[src/rtl/pong_game_engine.sv]
// Pong game-state engine: ball, paddles, scores and the serve/play/score sequence, stepped once per frame.
// Optional BALL_SPEEDUP_EN: ball speed register that grows by one on every paddle hit (saturating at 8).
module pong_game_engine #(
  parameter int unsigned CANVAS_TOP    = 50,
  parameter int unsigned CANVAS_BOTTOM = 450,
  parameter int unsigned CANVAS_LEFT   = 50,
  parameter int unsigned CANVAS_RIGHT  = 600,
  parameter int unsigned BALL_SIZE     = 10,
  parameter int unsigned PADDLE_OFFSET = 20,
  parameter int unsigned PADDLE_HEIGHT = 50,
  parameter int unsigned PADDLE_WIDTH  = 10,
  parameter int unsigned BALL_SPEED    = 2,
  parameter int unsigned PADDLE_SPEED  = 4,
  parameter int unsigned SERVE_FRAMES  = 60,
  parameter int unsigned WIN_SCORE     = 7
) (
  input  logic       clk,
  input  logic       reset,
  input  logic       vga_v_sync,
  input  logic       start,
  input  logic       left_up,
  input  logic       left_down,
  input  logic       right_up,
  input  logic       right_down,
  output logic [9:0] ball_pos_x,
  output logic [9:0] ball_pos_y,
  output logic [9:0] paddle_left_pos,
  output logic [9:0] paddle_right_pos,
  output logic [3:0] score_left,
  output logic [3:0] score_right,
  output logic [2:0] game_state,
  output logic       point_left,
  output logic       point_right,
  output logic       winner
);

  localparam int unsigned CW         = 10;
  localparam int unsigned SW         = 4;
  localparam int unsigned CNT_W      = $clog2(SERVE_FRAMES);
  localparam int unsigned BALL_X0    = (CANVAS_LEFT + CANVAS_RIGHT) / 2 - BALL_SIZE / 2;
  localparam int unsigned BALL_Y0    = (CANVAS_TOP + CANVAS_BOTTOM) / 2 - BALL_SIZE / 2;
  localparam int unsigned PADDLE_Y0  = (CANVAS_TOP + CANVAS_BOTTOM) / 2 - PADDLE_HEIGHT / 2;
  localparam int unsigned PAD_MIN    = CANVAS_TOP + 1;
  localparam int unsigned PAD_MAX    = CANVAS_BOTTOM - PADDLE_HEIGHT;
  localparam int unsigned BALL_Y_MIN = CANVAS_TOP + 1;
  localparam int unsigned BALL_Y_MAX = CANVAS_BOTTOM - BALL_SIZE;
  localparam int unsigned LEFT_FACE  = CANVAS_LEFT + PADDLE_OFFSET + PADDLE_WIDTH;
  localparam int unsigned RIGHT_FACE = CANVAS_RIGHT - PADDLE_OFFSET - PADDLE_WIDTH;

  typedef enum logic [2:0] {
    IDLE     = 3'd0,
    SERVE    = 3'd1,
    PLAY     = 3'd2,
    SCORED   = 3'd3,
    GAMEOVER = 3'd4
  } state_t;

  state_t           state;
  logic             v_prev;
  logic             dir_x_left;
  logic             dir_y_up;
  logic [CNT_W-1:0] serve_cnt;
  logic [CW-1:0]    spd;

`ifdef BALL_SPEEDUP_EN
  logic [3:0] speed;
  assign spd = CW'(speed);
`else
  assign spd = CW'(BALL_SPEED);
`endif

  logic          tick;
  logic          left_overlap, right_overlap;
  logic          left_hit, right_hit, left_miss, right_miss;
  logic [CW-1:0] y_next;
  logic          y_next_up;

  assign tick       = vga_v_sync & ~v_prev;
  assign game_state = state;

  // Paddle/ball overlap and face-crossing tests, all on pre-update positions
  assign left_overlap  = (ball_pos_y + CW'(BALL_SIZE) > paddle_left_pos) &&
                         (ball_pos_y < paddle_left_pos + CW'(PADDLE_HEIGHT));
  assign right_overlap = (ball_pos_y + CW'(BALL_SIZE) > paddle_right_pos) &&
                         (ball_pos_y < paddle_right_pos + CW'(PADDLE_HEIGHT));
  assign left_hit   = dir_x_left && (ball_pos_x >= CW'(LEFT_FACE)) &&
                      (ball_pos_x <= CW'(LEFT_FACE) + spd) && left_overlap;
  assign right_hit  = !dir_x_left && (ball_pos_x + CW'(BALL_SIZE) <= CW'(RIGHT_FACE)) &&
                      (ball_pos_x + spd + CW'(BALL_SIZE) >= CW'(RIGHT_FACE)) && right_overlap;
  assign left_miss  = dir_x_left && (ball_pos_x <= CW'(CANVAS_LEFT) + spd);
  assign right_miss = !dir_x_left && (ball_pos_x + CW'(BALL_SIZE) + spd >= CW'(CANVAS_RIGHT));

  // Vertical step with wall bounce; compares arranged so nothing underflows
  always_comb begin
    y_next    = ball_pos_y;
    y_next_up = dir_y_up;
    if (!dir_y_up) begin
      if (ball_pos_y + spd >= CW'(BALL_Y_MAX)) begin
        y_next    = CW'(BALL_Y_MAX);
        y_next_up = 1'b1;
      end else begin
        y_next = ball_pos_y + spd;
      end
    end else if (ball_pos_y <= CW'(BALL_Y_MIN) + spd) begin
      y_next    = CW'(BALL_Y_MIN);
      y_next_up = 1'b0;
    end else begin
      y_next = ball_pos_y - spd;
    end
  end

  function automatic logic [CW-1:0] paddle_next(input logic [CW-1:0] pos,
                                                 input logic up, input logic dn);
    if (up && !dn)
      return (pos <= CW'(PAD_MIN + PADDLE_SPEED)) ? CW'(PAD_MIN) : pos - CW'(PADDLE_SPEED);
    if (dn && !up)
      return (pos + CW'(PADDLE_SPEED) >= CW'(PAD_MAX)) ? CW'(PAD_MAX) : pos + CW'(PADDLE_SPEED);
    return pos;
  endfunction

  function automatic logic [SW-1:0] sat_inc(input logic [SW-1:0] s);
    return (s == SW'(15)) ? SW'(15) : s + SW'(1);
  endfunction

  always_ff @(posedge clk) begin
    if (!reset) begin
      state            <= IDLE;
      v_prev           <= 1'b0;
      ball_pos_x       <= CW'(BALL_X0);
      ball_pos_y       <= CW'(BALL_Y0);
      paddle_left_pos  <= CW'(PADDLE_Y0);
      paddle_right_pos <= CW'(PADDLE_Y0);
      score_left       <= '0;
      score_right      <= '0;
      dir_x_left       <= 1'b0;
      dir_y_up         <= 1'b0;
      serve_cnt        <= '0;
      point_left       <= 1'b0;
      point_right      <= 1'b0;
      winner           <= 1'b0;
`ifdef BALL_SPEEDUP_EN
      speed            <= 4'(BALL_SPEED);
`endif
    end else begin
      v_prev      <= vga_v_sync;
      point_left  <= 1'b0;
      point_right <= 1'b0;
      if (tick) begin
        if (state != GAMEOVER) begin
          paddle_left_pos  <= paddle_next(paddle_left_pos, left_up, left_down);
          paddle_right_pos <= paddle_next(paddle_right_pos, right_up, right_down);
        end
        case (state)
          IDLE: begin
            ball_pos_x <= CW'(BALL_X0);
            ball_pos_y <= CW'(BALL_Y0);
            if (start) begin
              state     <= SERVE;
              serve_cnt <= '0;
`ifdef BALL_SPEEDUP_EN
              speed     <= 4'(BALL_SPEED);
`endif
            end
          end
          SERVE: begin
            ball_pos_x <= CW'(BALL_X0);
            ball_pos_y <= CW'(BALL_Y0);
            if (serve_cnt == CNT_W'(SERVE_FRAMES - 1)) state <= PLAY;
            else serve_cnt <= serve_cnt + CNT_W'(1);
          end
          PLAY: begin
            ball_pos_y <= y_next;
            dir_y_up   <= y_next_up;
            if (left_hit || right_hit) begin
              ball_pos_x <= left_hit ? CW'(LEFT_FACE) : CW'(RIGHT_FACE - BALL_SIZE);
              dir_x_left <= right_hit;
`ifdef BALL_SPEEDUP_EN
              if (speed != 4'd8) speed <= speed + 4'd1;
`endif
            end else if (left_miss) begin
              score_right <= sat_inc(score_right);
              point_right <= 1'b1;
              state       <= SCORED;
            end else if (right_miss) begin
              score_left <= sat_inc(score_left);
              point_left <= 1'b1;
              state      <= SCORED;
            end else begin
              ball_pos_x <= dir_x_left ? ball_pos_x - spd : ball_pos_x + spd;
            end
          end
          // dir_x still points at the side that missed, so it names the scorer
          SCORED: begin
            if ((dir_x_left ? score_right : score_left) == SW'(WIN_SCORE)) begin
              state  <= GAMEOVER;
              winner <= dir_x_left;
            end else begin
              ball_pos_x <= CW'(BALL_X0);
              ball_pos_y <= CW'(BALL_Y0);
              state      <= SERVE;
              serve_cnt  <= '0;
`ifdef BALL_SPEEDUP_EN
              speed      <= 4'(BALL_SPEED);
`endif
            end
          end
          GAMEOVER: begin
            if (start) begin
              score_left  <= '0;
              score_right <= '0;
              ball_pos_x  <= CW'(BALL_X0);
              ball_pos_y  <= CW'(BALL_Y0);
              state       <= SERVE;
              serve_cnt   <= '0;
`ifdef BALL_SPEEDUP_EN
              speed       <= 4'(BALL_SPEED);
`endif
            end
          end
          default: state <= IDLE;
        endcase
      end
    end
  end

endmodule

[config.mk]
export PLATFORM = sky130hd
export DESIGN_NAME = pong_game_engine
export DESIGN_NICKNAME = d
export VERILOG_FILES = /design/src/rtl/pong_game_engine.sv
export SDC_FILE = /design/constraint.sdc
export NUM_CORES = 1
export LEC_CHECK = 0
export ABC_CLOCK_PERIOD_IN_PS = 7800
export BUFFER_PORTS_ARGS = -buffer_cell sky130_fd_sc_hd__buf_2
export CORE_MARGIN = 5
export CORE_UTILIZATION = 25
export DETAILED_ROUTE_END_ITERATION = 8
export GPL_TIMING_DRIVEN = 0
export SLEW_MARGIN = 5
export SYNTH_ARGS = -nofsm -noshare
export SYNTH_HDL_FRONTEND = slang
export SYNTH_SLANG_ARGS = --single-unit
[constraint.sdc]
create_clock -name clk -period 7.8 [get_ports clk]
set_input_delay 1.17 -clock clk [delete_from_list [all_inputs] [get_ports clk]]
set_output_delay 1.17 -clock clk [all_outputs]
set_load 0.02 [all_outputs]
# Word-level counts from Yosys, hierarchy flattened
# Index checks and enable logic that the tools add are counted.
[classes] magnitude_cmp=16 n_mux=71 bitwise=5 n_reduce_logical=41 n_eq_ne=21 n_addsub=17
[ops] cell="two-way mux 10 bit" count=24
[ops] cell="case mux 10 bit (4 select lines)" count=2
[ops] cell="less-or-equal comparator 10 x 6 -> 1 bit, second input constant" count=4
[ops] cell="two-way mux 4 bit" count=9
[ops] cell="adder 10 x 2 -> 10 bit, second input constant" count=3
[ops] cell="adder 10 x 4 -> 10 bit, second input constant" count=3
[ops] cell="greater-or-equal comparator 10 x 9 -> 1 bit, second input constant" count=3
[ops] cell="two-way mux 1 bit" count=23
[ops] cell="adder 10 x 3 -> 10 bit, second input constant" count=2
[ops] cell="adder 10 x 6 -> 10 bit, second input constant" count=2
[ops] cell="greater-or-equal comparator 10 bit, second input constant" count=2
[ops] cell="> comparator 10 bit" count=2
[ops] cell="< comparator 10 bit" count=2
[ops] cell="subtractor 10 x 2 -> 10 bit, second input constant" count=2
[ops] cell="subtractor 10 x 3 -> 10 bit, second input constant" count=2
[ops] cell="two-way mux 3 bit" count=6
[ops] cell="two-way mux 6 bit" count=3
[ops] cell="case mux 6 bit (3 select lines)" count=1
[ops] cell="inequality test 2 bit, second input constant" count=8
[ops] cell="case mux 4 bit (2 select lines)" count=2
[ops] cell="AND reduction 5 bit" count=3
[ops] cell="logical AND 1 bit" count=14
[ops] cell="inequality test 3 bit, second input constant" count=4
[ops] cell="case mux 3 bit (4 select lines)" count=1
[ops] cell="other kinds (27)" count=44
[totals] out_inout_bits=54 ff_bits=63 wordCells=185 inputBits=8

# Longest topological paths before layout
# Gate-level depths: netlist of the first run.
[depth] word_depth=12 mapped_depth=15 ltp_nobuf=14

# Worst setup path before layout of the first run
# No wires, ideal clock.
[synth_path] kind="reg-to-reg" start="reg ball_pos_y[1]" end="reg ball_pos_x[8]" t_required_ns=7.685 setup_time_ns=0.115 setup_slack_ns=4.107 path_stages_with_launch=15 arrival_ns=3.578 path_cell_list="dfxtp_1 ha_1 or2_2 nand2_1 nor2_1 xor2_1 ha_1 a21o_1 a21oi_1 a2111oi_0 o31ai_1 or4_1 o31ai_4 o2111ai_1 and3_1"
[synth_between] elab_chain_len=7
[synth_lines] element="start: declaration" line_no="26" source="output logic [9:0] ball_pos_y,"
[synth_lines] element="start signal: assignment" line_no="130" source="ball_pos_y <= CW'(BALL_Y0);"
[synth_lines] element="start signal: assignment" line_no="156" source="ball_pos_y <= CW'(BALL_Y0);"
[synth_lines] element="start signal: assignment" line_no="167" source="ball_pos_y <= CW'(BALL_Y0);"
[synth_lines] element="adder 10 x 4 -> 10 bit" line_no="82, 84"
[synth_lines] element="> comparator 10 bit, on equally long branches" line_no="82, 84"
[synth_lines] element="logical AND 1 bit, on equally long branches" line_no="82, 84"
[synth_lines] element="logical AND 1 bit, on equally long branches" line_no="87, 89"
[synth_lines] element="logical OR 1 bit *" line_no="174" source="if (left_hit || right_hit) begin"
[synth_lines] element="inequality test 3 bit (no source line) / two-way mux 10 bit (equally long branches)"
[synth_lines] element="AND reduction 6 bit (no source line) / case mux 10 bit (4 select lines) (equally long branches)"
[synth_lines] element="end signal: assignment" line_no="166" source="ball_pos_x <= CW'(BALL_X0);"
[synth_lines] element="end signal: assignment" line_no="175" source="ball_pos_x <= left_hit ? CW'(LEFT_FACE) : CW'(RIGHT_FACE - BALL_SIZE);"
[synth_lines] element="end signal: assignment" line_no="189" source="ball_pos_x <= dir_x_left ? ball_pos_x - spd : ball_pos_x + spd;"
[synth_lines] element="end: declaration" line_no="25" source="output logic [9:0] ball_pos_x,"
# Mark *: on every way between the ends. The rest lies on a longest branch, timed or not.
# A chain may end at the register's enable or synchronous reset.

# Worst setup path after layout of the first run
[layout_path] start="reg ball_pos_y[3]" end="reg ball_pos_x[8]"
# The elaborated chain is that of the path after synthesis.

==> results of run 1 <==
worst paths after layout:
| check | slack (ps) | end | startpoint |
|---|---|---|---|
| worst max-delay path | 3290 | ball_pos_x[8] | ball_pos_y[3] |
| worst min-delay path | 480 | serve_cnt[5] | serve_cnt[5] |
| worst max register to register | 3290 | ball_pos_x[8] | ball_pos_y[3] |
| worst min register to register | 480 | serve_cnt[5] | serve_cnt[5] |
layout by cell type, fill, tap and decap left out, drive strengths merged, types with 7 or more instances in the layout:
master,n
buf,78
nand2,76
nor2,66
dfxtp,62
ha,61
o21ai,60
a21oi,56
clkbuf,50
inv,48
nand3,41
nor3,35
xnor2,29
a211oi,19
a31oi,17
nand4,15
nor2b,15
and3,14
nor4,14
o211ai,14
nand2b,13
or3,13
o31ai,12
a211o,8
o21a,8
and2,8
o221ai,7
o22ai,7
a21o,7
or2,7
a32oi,7
kinds of logic (layout without fill, tap and decap cells):
logic type	count (synthesis)	after routing	share of synthesized area [%]
XOR/XNOR	35	35	4.658
flip-flops	62	62	18.86
adder cells (fa/ha/maj)	61	61	11.60
AND/OR/NAND/NOR	346	346	27.53
other	1	1	0.05698
buffers and inverters	106	181	6.635
multiplexers	8	8	1.502
AO/OA/AOI/OAI	275	275	29.16
stage by stage:
stage	utilization, %	instances
after floorplan	-	894
after global placement	28.08	1288
after detailed placement	28.08	1288
after CTS	29.35	1304
after global routing	29.35	1304
final	29.35	1304
metal layers:
metal / vias to the layer above / global-route usage (%)
met5: - / 0
met4: 0 / 5.400
met3: 38 / 2.263
met2: 279 / 25.37
met1: 3446 / 19.48
li1: 3497 / -
synth_stat cells, drive strengths merged (4+ instances only):
master / number / area share (%)
o221a: 4 / 0.68
nand2b: 13 / 1.2
a32oi: 7 / 1.0
o221ai: 7 / 0.93
buf: 19 / 1.7
a211o: 8 / 1.1
xnor2: 29 / 3.9
o2111ai: 4 / 0.53
and2: 8 / 0.76
o22ai: 7 / 0.67
a221oi: 4 / 0.63
a21o: 7 / 0.80
nor4: 14 / 1.3
or2: 7 / 0.67
o211ai: 14 / 1.6
ha: 61 / 12
a21oi: 56 / 4.3
a211oi: 19 / 2.4
clkbuf: 40 / 2.3
o31ai: 12 / 1.6
xor2: 6 / 0.80
o32ai: 6 / 0.80
o21ai: 60 / 4.6
nor2: 66 / 3.8
a2111oi: 4 / 0.53
or3: 13 / 1.3
a31oi: 17 / 1.6
nand2: 76 / 4.3
nand3b: 4 / 0.46
mux2i: 6 / 1.1
nor3: 35 / 2.7
or4: 5 / 0.57
and3b: 5 / 0.67
o21a: 8 / 0.91
inv: 46 / 2.6
nand4: 15 / 1.4
nand3: 41 / 3.5
dfxtp: 62 / 19
nor2b: 15 / 1.4
nand4b: 5 / 0.67
and3: 14 / 1.3
sequential cells by signal, summed over array words and instances (netlist names):
| signal | count |
|---|---|
| winner | 1 |
| ball_pos_x | 9 |
| score_right | 4 |
| serve_cnt | 6 |
| paddle_right_pos | 10 |
| ball_pos_y | 10 |
| point_left | 1 |
| point_right | 1 |
| dir_y_up | 1 |
| v_prev | 1 |
| paddle_left_pos | 10 |
| dir_x_left | 1 |
| game_state | 3 |
| score_left | 4 |
report_power, final:
group          total, mW  internal (mW)  switching (mW)
Sequential         0.329          0.322         0.00630
Combinational      0.155         0.0526           0.102
Clock              0.458          0.291           0.167
final cells by class:
type	instances	area [um^2]
plain buffers	59	260.3
clock buffers	10	239.0
clock inverters	6	92.59
fillers	2824	18360
inverters	47	176.4
multi-input cells	726	4903
flip-flops and latches	62	1241
well taps	335	419.2
repair buffers	59	295.3
tightest hold or removal path, stage by stage, from the launching register on:
cell and delay, ps:
dfxtp_1 320, nand2_1 60, a21oi_1 50
==> qor.txt, run 1 <==
setup TNS: 0 ps
pins over their slew limit: 0
dpl ws: 3428 ps
Sink Count: 62
syn_area_per_cell: 7.362 um^2
PD cells: 123.4 nW/um^2
Clock Path Buffers: 2
crit path cell chain: buf_1 > a21oi_1 > nor2_1 > xor2_1 > ha_1 > nand4_1 > nor3_1 > a2111oi_0 > o31ai_1 > or4_1 > o31ai_4 > o2111ai_1 > and3_1
FF+latch count, synth: 62
DRC viols: 0
Max-Cap Viols: 0
fin worst setup slack: 3289 ps
total CTS buffers: 9
CP max stage cell: or4_1
worst-path fanout max: 10
Post-Route M1 WL: 10.12 mm
Post-CTS Setup Bufs: 0
Row Count: 59
worst hold path depth: 2
class of the worst hold path: register to register
Power Total: 0.9413 mW
critical path buffer and inverter count: 1
Fin. Hold Viols: 0
die footprint: 29,670 um^2
met3 WL: 1.439 mm
Placed Area: 7296 um^2
DPL Wire Length: 17.48 mm
EDFF count, synth: 0
crit-path leading delay family: compound AO/OA/AOI/OAI gates
Nets: 1,033
Routed met2 length: 10.86 mm
drt via density: 5.567
Routed WL: 23.08 mm
CP arrival: 4740 ps
crit path capture type: register
design area: 7627 um^2
total grt overflow: 0
worst setup path class: register to register
Worst EP required: 8030 ps
vias: 7,260
initial antenna violation count: 0
post-layout min period: 4511 ps
Yosys warning count: 0
Clock transition at path regs: 60 ps
worst slew pin tran: 890.2 ps
Peak VDD IR: 97.98 uV
Synth Instances: 894
clk root buf: clkbuf_16
hold slack: 476.9 ps
syn_nets: 963
Pre-antenna DRT Iters: 5
RSZ-0062 raised after global routing: no
leakage power: 2.906 nW
cell depth of the worst flop-to-flop path: 13
Die Y: 172.3 um
crit start category: register
top sig layer: met4
starting density of the core: 25.33%
gpl congestion: 0.9453
clk_skew: 11.29 ps
H-tree levels: 3
Setup Viol. Count Final: 0
share of cells above drive strength 1: 12.07%
wire length per cell: 17.70 um
hold_buf cts: 0
post-CTS sizing: 0
io pins: 62
Synth Flop Type: dfxtp_1
fraction of registers with async set/reset: 0%
Max Clk Rate: 221.7 MHz
Slew HR: 40.29%
Die X: 172.3 um
post-synthesis sequential area ratio: 18.86%
Area growth syn-to-layout: 15.89%
DR iter-0 viols: 752
run status: finished clean
Yosys cell types: 83
vias in the first global route: 6,697
global-route wire length before repair: 36.00 mm
mapped cell area: 6581 um^2
CTS tree: yes
clock latency on the worst-skew pair: 340 ps
port buffer count: 59
largest net degree at the start of global routing: 13
GR Util All Layers: 15.03%
period utilization: 57.83%
slowest stage delay, CP: 670 ps
Worst path depth: 13
CORE AREA: 25,980 um^2
antenna viol nets, final: 0
antenna cell count: 0
No activity file was read; power rests on OpenSTA's default activity.
==> run 2, diff against run 1 <==
--- a/config.mk
+++ b/config.mk
@@ -5,7 +5,7 @@
 export SDC_FILE = /design/constraint.sdc
 export NUM_CORES = 1
 export LEC_CHECK = 0
-export ABC_CLOCK_PERIOD_IN_PS = 7800
+export ABC_CLOCK_PERIOD_IN_PS = 4100
 export BUFFER_PORTS_ARGS = -buffer_cell sky130_fd_sc_hd__buf_2
 export CORE_MARGIN = 5
 export CORE_UTILIZATION = 25
==> constraint.sdc (replaced) <==
create_clock -name clk -period 4.1 [get_ports clk]
set_input_delay 0.615 -clock clk [delete_from_list [all_inputs] [get_ports clk]]
set_output_delay 0.615 -clock clk [all_outputs]
set_load 0.02 [all_outputs]
==> qor.txt, run 2 (synthesized netlist as in run 1, its figures left out) <==
biggest regs: ball_pos_y x10, paddle_left_pos x10, paddle_right_pos x10
Max Clk Rate: 254.6 MHz (+15%)
share of cells above drive strength 1: 14.73% (+2.7 points)
Reg-to-Reg Start: ball_pos_y[1]
Clock transition at path regs: 60 ps (about the same)
Placed Cells: 1,288 (unchanged)
cell depth of the worst flop-to-flop path: 14 (+1)
hold_buf cts: 0 (unchanged)
post-layout min period: 3928 ps (-583.1 ps)
hold slack: 476.8 ps (-0.1020 ps)
clock latency on the worst-skew pair: 340 ps (about the same)
crit path capture type: register
commonest non-fill, non-tap cell in the layout: nand2_1
GR Util All Layers: 15.04% (about the same)
Fillers: 2,819 (-0.18%)
H-tree levels: 3 (unchanged)
dpl ws: -272.1 ps (-3700 ps)
hold path endpoint: serve_cnt[5]
port buffer count: 59 (unchanged)
worst hold path startpoint: serve_cnt[5]
Row Count: 59 (unchanged)
clk_skew: 10.19 ps (-1.098 ps)
period utilization: 95.81% (+38 points)
Max-Cap Viols: 0 (unchanged)
most frequent cells in the layout: nand2_1, buf_2, nor2_1, ha_1
wire length per cell: 17.75 um (+0.28%)
Worst EP required: 4330 ps (-3700 ps)
total grt overflow: 0 (unchanged)
setup TNS: 0 ps (unchanged)
PD cells: 231.8 nW/um^2 (+88%)
DR iter-0 viols: 688 (-8.5%)
CP arrival: 4160 ps (-580 ps)
total CTS buffers: 9 (unchanged)
leakage power: 2.948 nW (+1.5%)
global-route wire length before repair: 36.04 mm (+0.11%)
pins over their slew limit: 0 (unchanged)
Fin. Hold Viols: 0 (unchanged)
worst-path fanout max: 11 (+1)
die footprint: 29,670 um^2 (unchanged)
Pre-antenna DRT Iters: 7 (+2)
class of the worst hold path: register to register
drt via density: 5.562 (about the same)
Area growth syn-to-layout: 17.57%
Slew HR: 40.34% (+0.052 points)
Nets: 1,035 (+0.19%)
CORE AREA: 25,980 um^2 (unchanged)
crit start category: register
FF-to-FF End: ball_pos_x[8]
Die Y: 172.3 um (unchanged)
initial antenna violation count: 0 (unchanged)
CTS tree: yes
Clock Path Buffers: 2 (unchanged)
Sink Count: 62 (unchanged)
Reg2Reg Setup Slack: 170 ps (-3120 ps)
vias in the first global route: 6,721 (+0.36%)
largest net degree at the start of global routing: 13 (unchanged)
DRC viols: 0 (unchanged)
run status: finished clean
worst setup path class: register to register
Setup Viol. Count Final: 0 (unchanged)
Power Total: 1.794 mW (+91%)
worst hold path depth: 2 (unchanged)
gpl congestion: 0.9453 (unchanged)
DPL Wire Length: 17.48 mm (unchanged)
Peak VDD IR: 183.7 uV (+88%)
clk root buf: clkbuf_16
Die X: 172.3 um (unchanged)
antenna viol nets, final: 0 (unchanged)
io pins: 62 (unchanged)
worst slew pin tran: 889.5 ps (-0.7761 ps)
antenna cell count: 0 (unchanged)
Finished Layout Cells: 1,306 (+0.15%)
fin worst setup slack: 172.0 ps (-3117 ps)
starting density of the core: 25.33% (unchanged)
Routed WL: 23.18 mm (+0.43%)
vias: 7,264 (+0.055%)
run 2: changes by cell type in the layout (fill, tap and decap cells not counted), moves of 3 or more:
| cell | change |
|---|---|
| a2111oi_0 | -3 |
| buf_2 | +3 |
| clkbuf_1 | -4 |
| dfxtp_1 | -4 |
| nor4_1 | -3 |
| nor4_2 | +3 |
run 2: area by class of cell:
| type | instances | area [um^2] | area share (%) |
|---|---|---|---|
| multi-input cells | 726 | 4979 | 64.34 |
| flip-flops and latches | 62 | 1251 | 16.17 |
| well taps | 335 | 419.2 | 5.417 |
| repair buffers | 61 | 310.3 | 4.010 |
| plain buffers | 59 | 270.3 | 3.493 |
| clock buffers | 10 | 239.0 | 3.089 |
| inverters | 47 | 176.4 | 2.280 |
| clock inverters | 6 | 92.59 | 1.197 |
run 2: layer usage:
metal / GRT usage (%) / vias up / wire [um]
li1: - / 3502 / -
met1: 19.52 / 3425 / 10010
met2: 25.32 / 288 / 10840
met3: 2.263 / 49 / 1591
met4: 5.468 / 0 / 734
met5: 0 / - / 0
run 2: how the worst max path moves through the flow:
stage,start,to,slack [ps],cells after the start
2_1_floorplan,ball_pos_y[1],ball_pos_x[8],410,14
3_3_place_gp,ball_pos_y[3],ball_pos_x[8],-320,13
3_5_place_dp,ball_pos_y[3],ball_pos_x[4],-270,14
4_1_cts,ball_pos_y[2],ball_pos_x[8],5,14
5_1_grt,ball_pos_y[1],ball_pos_x[8],-4,14
6_report,ball_pos_y[1],ball_pos_x[8],170,14
run 2: power breakdown:
| part | leakage [nW] | switching [mW] | internal, mW |
|---|---|---|---|
| logic | 2.29 | 0.196 | 0.105 |
| registers | 0.503 | 0.0121 | 0.612 |
| clock network | 0.156 | 0.315 | 0.553 |
run 2: what timing repair did:
item,CTS,global route
resized for setup,12,21
setup endpoints to repair,17,17
pin swaps,1,1
setup buffers,1,1
cloned,0,0
endpoints found under the hold margin,0,0
run 2: metrics by stage:
step	util [%]	area (um^2)
after detailed placement	28.08	7296
after global placement	28.08	7296
after CTS	29.50	7665
after global routing	29.78	7737
final	29.78	7737
after floorplan	-	6581
run 2: worst max-delay path, stage by stage, from the launching register on:
cell and delay (ps):
dfxtp_4 400, ha_2 240, or2_2 330, nand2_1 80
nor2_1 60, xor2_2 180, ha_1 350, a21o_1 160
a21oi_1 60, a2111oi_2 400, o31ai_2 160, or4_4 590
o31ai_4 430, o2111ai_1 190, and3_1 200
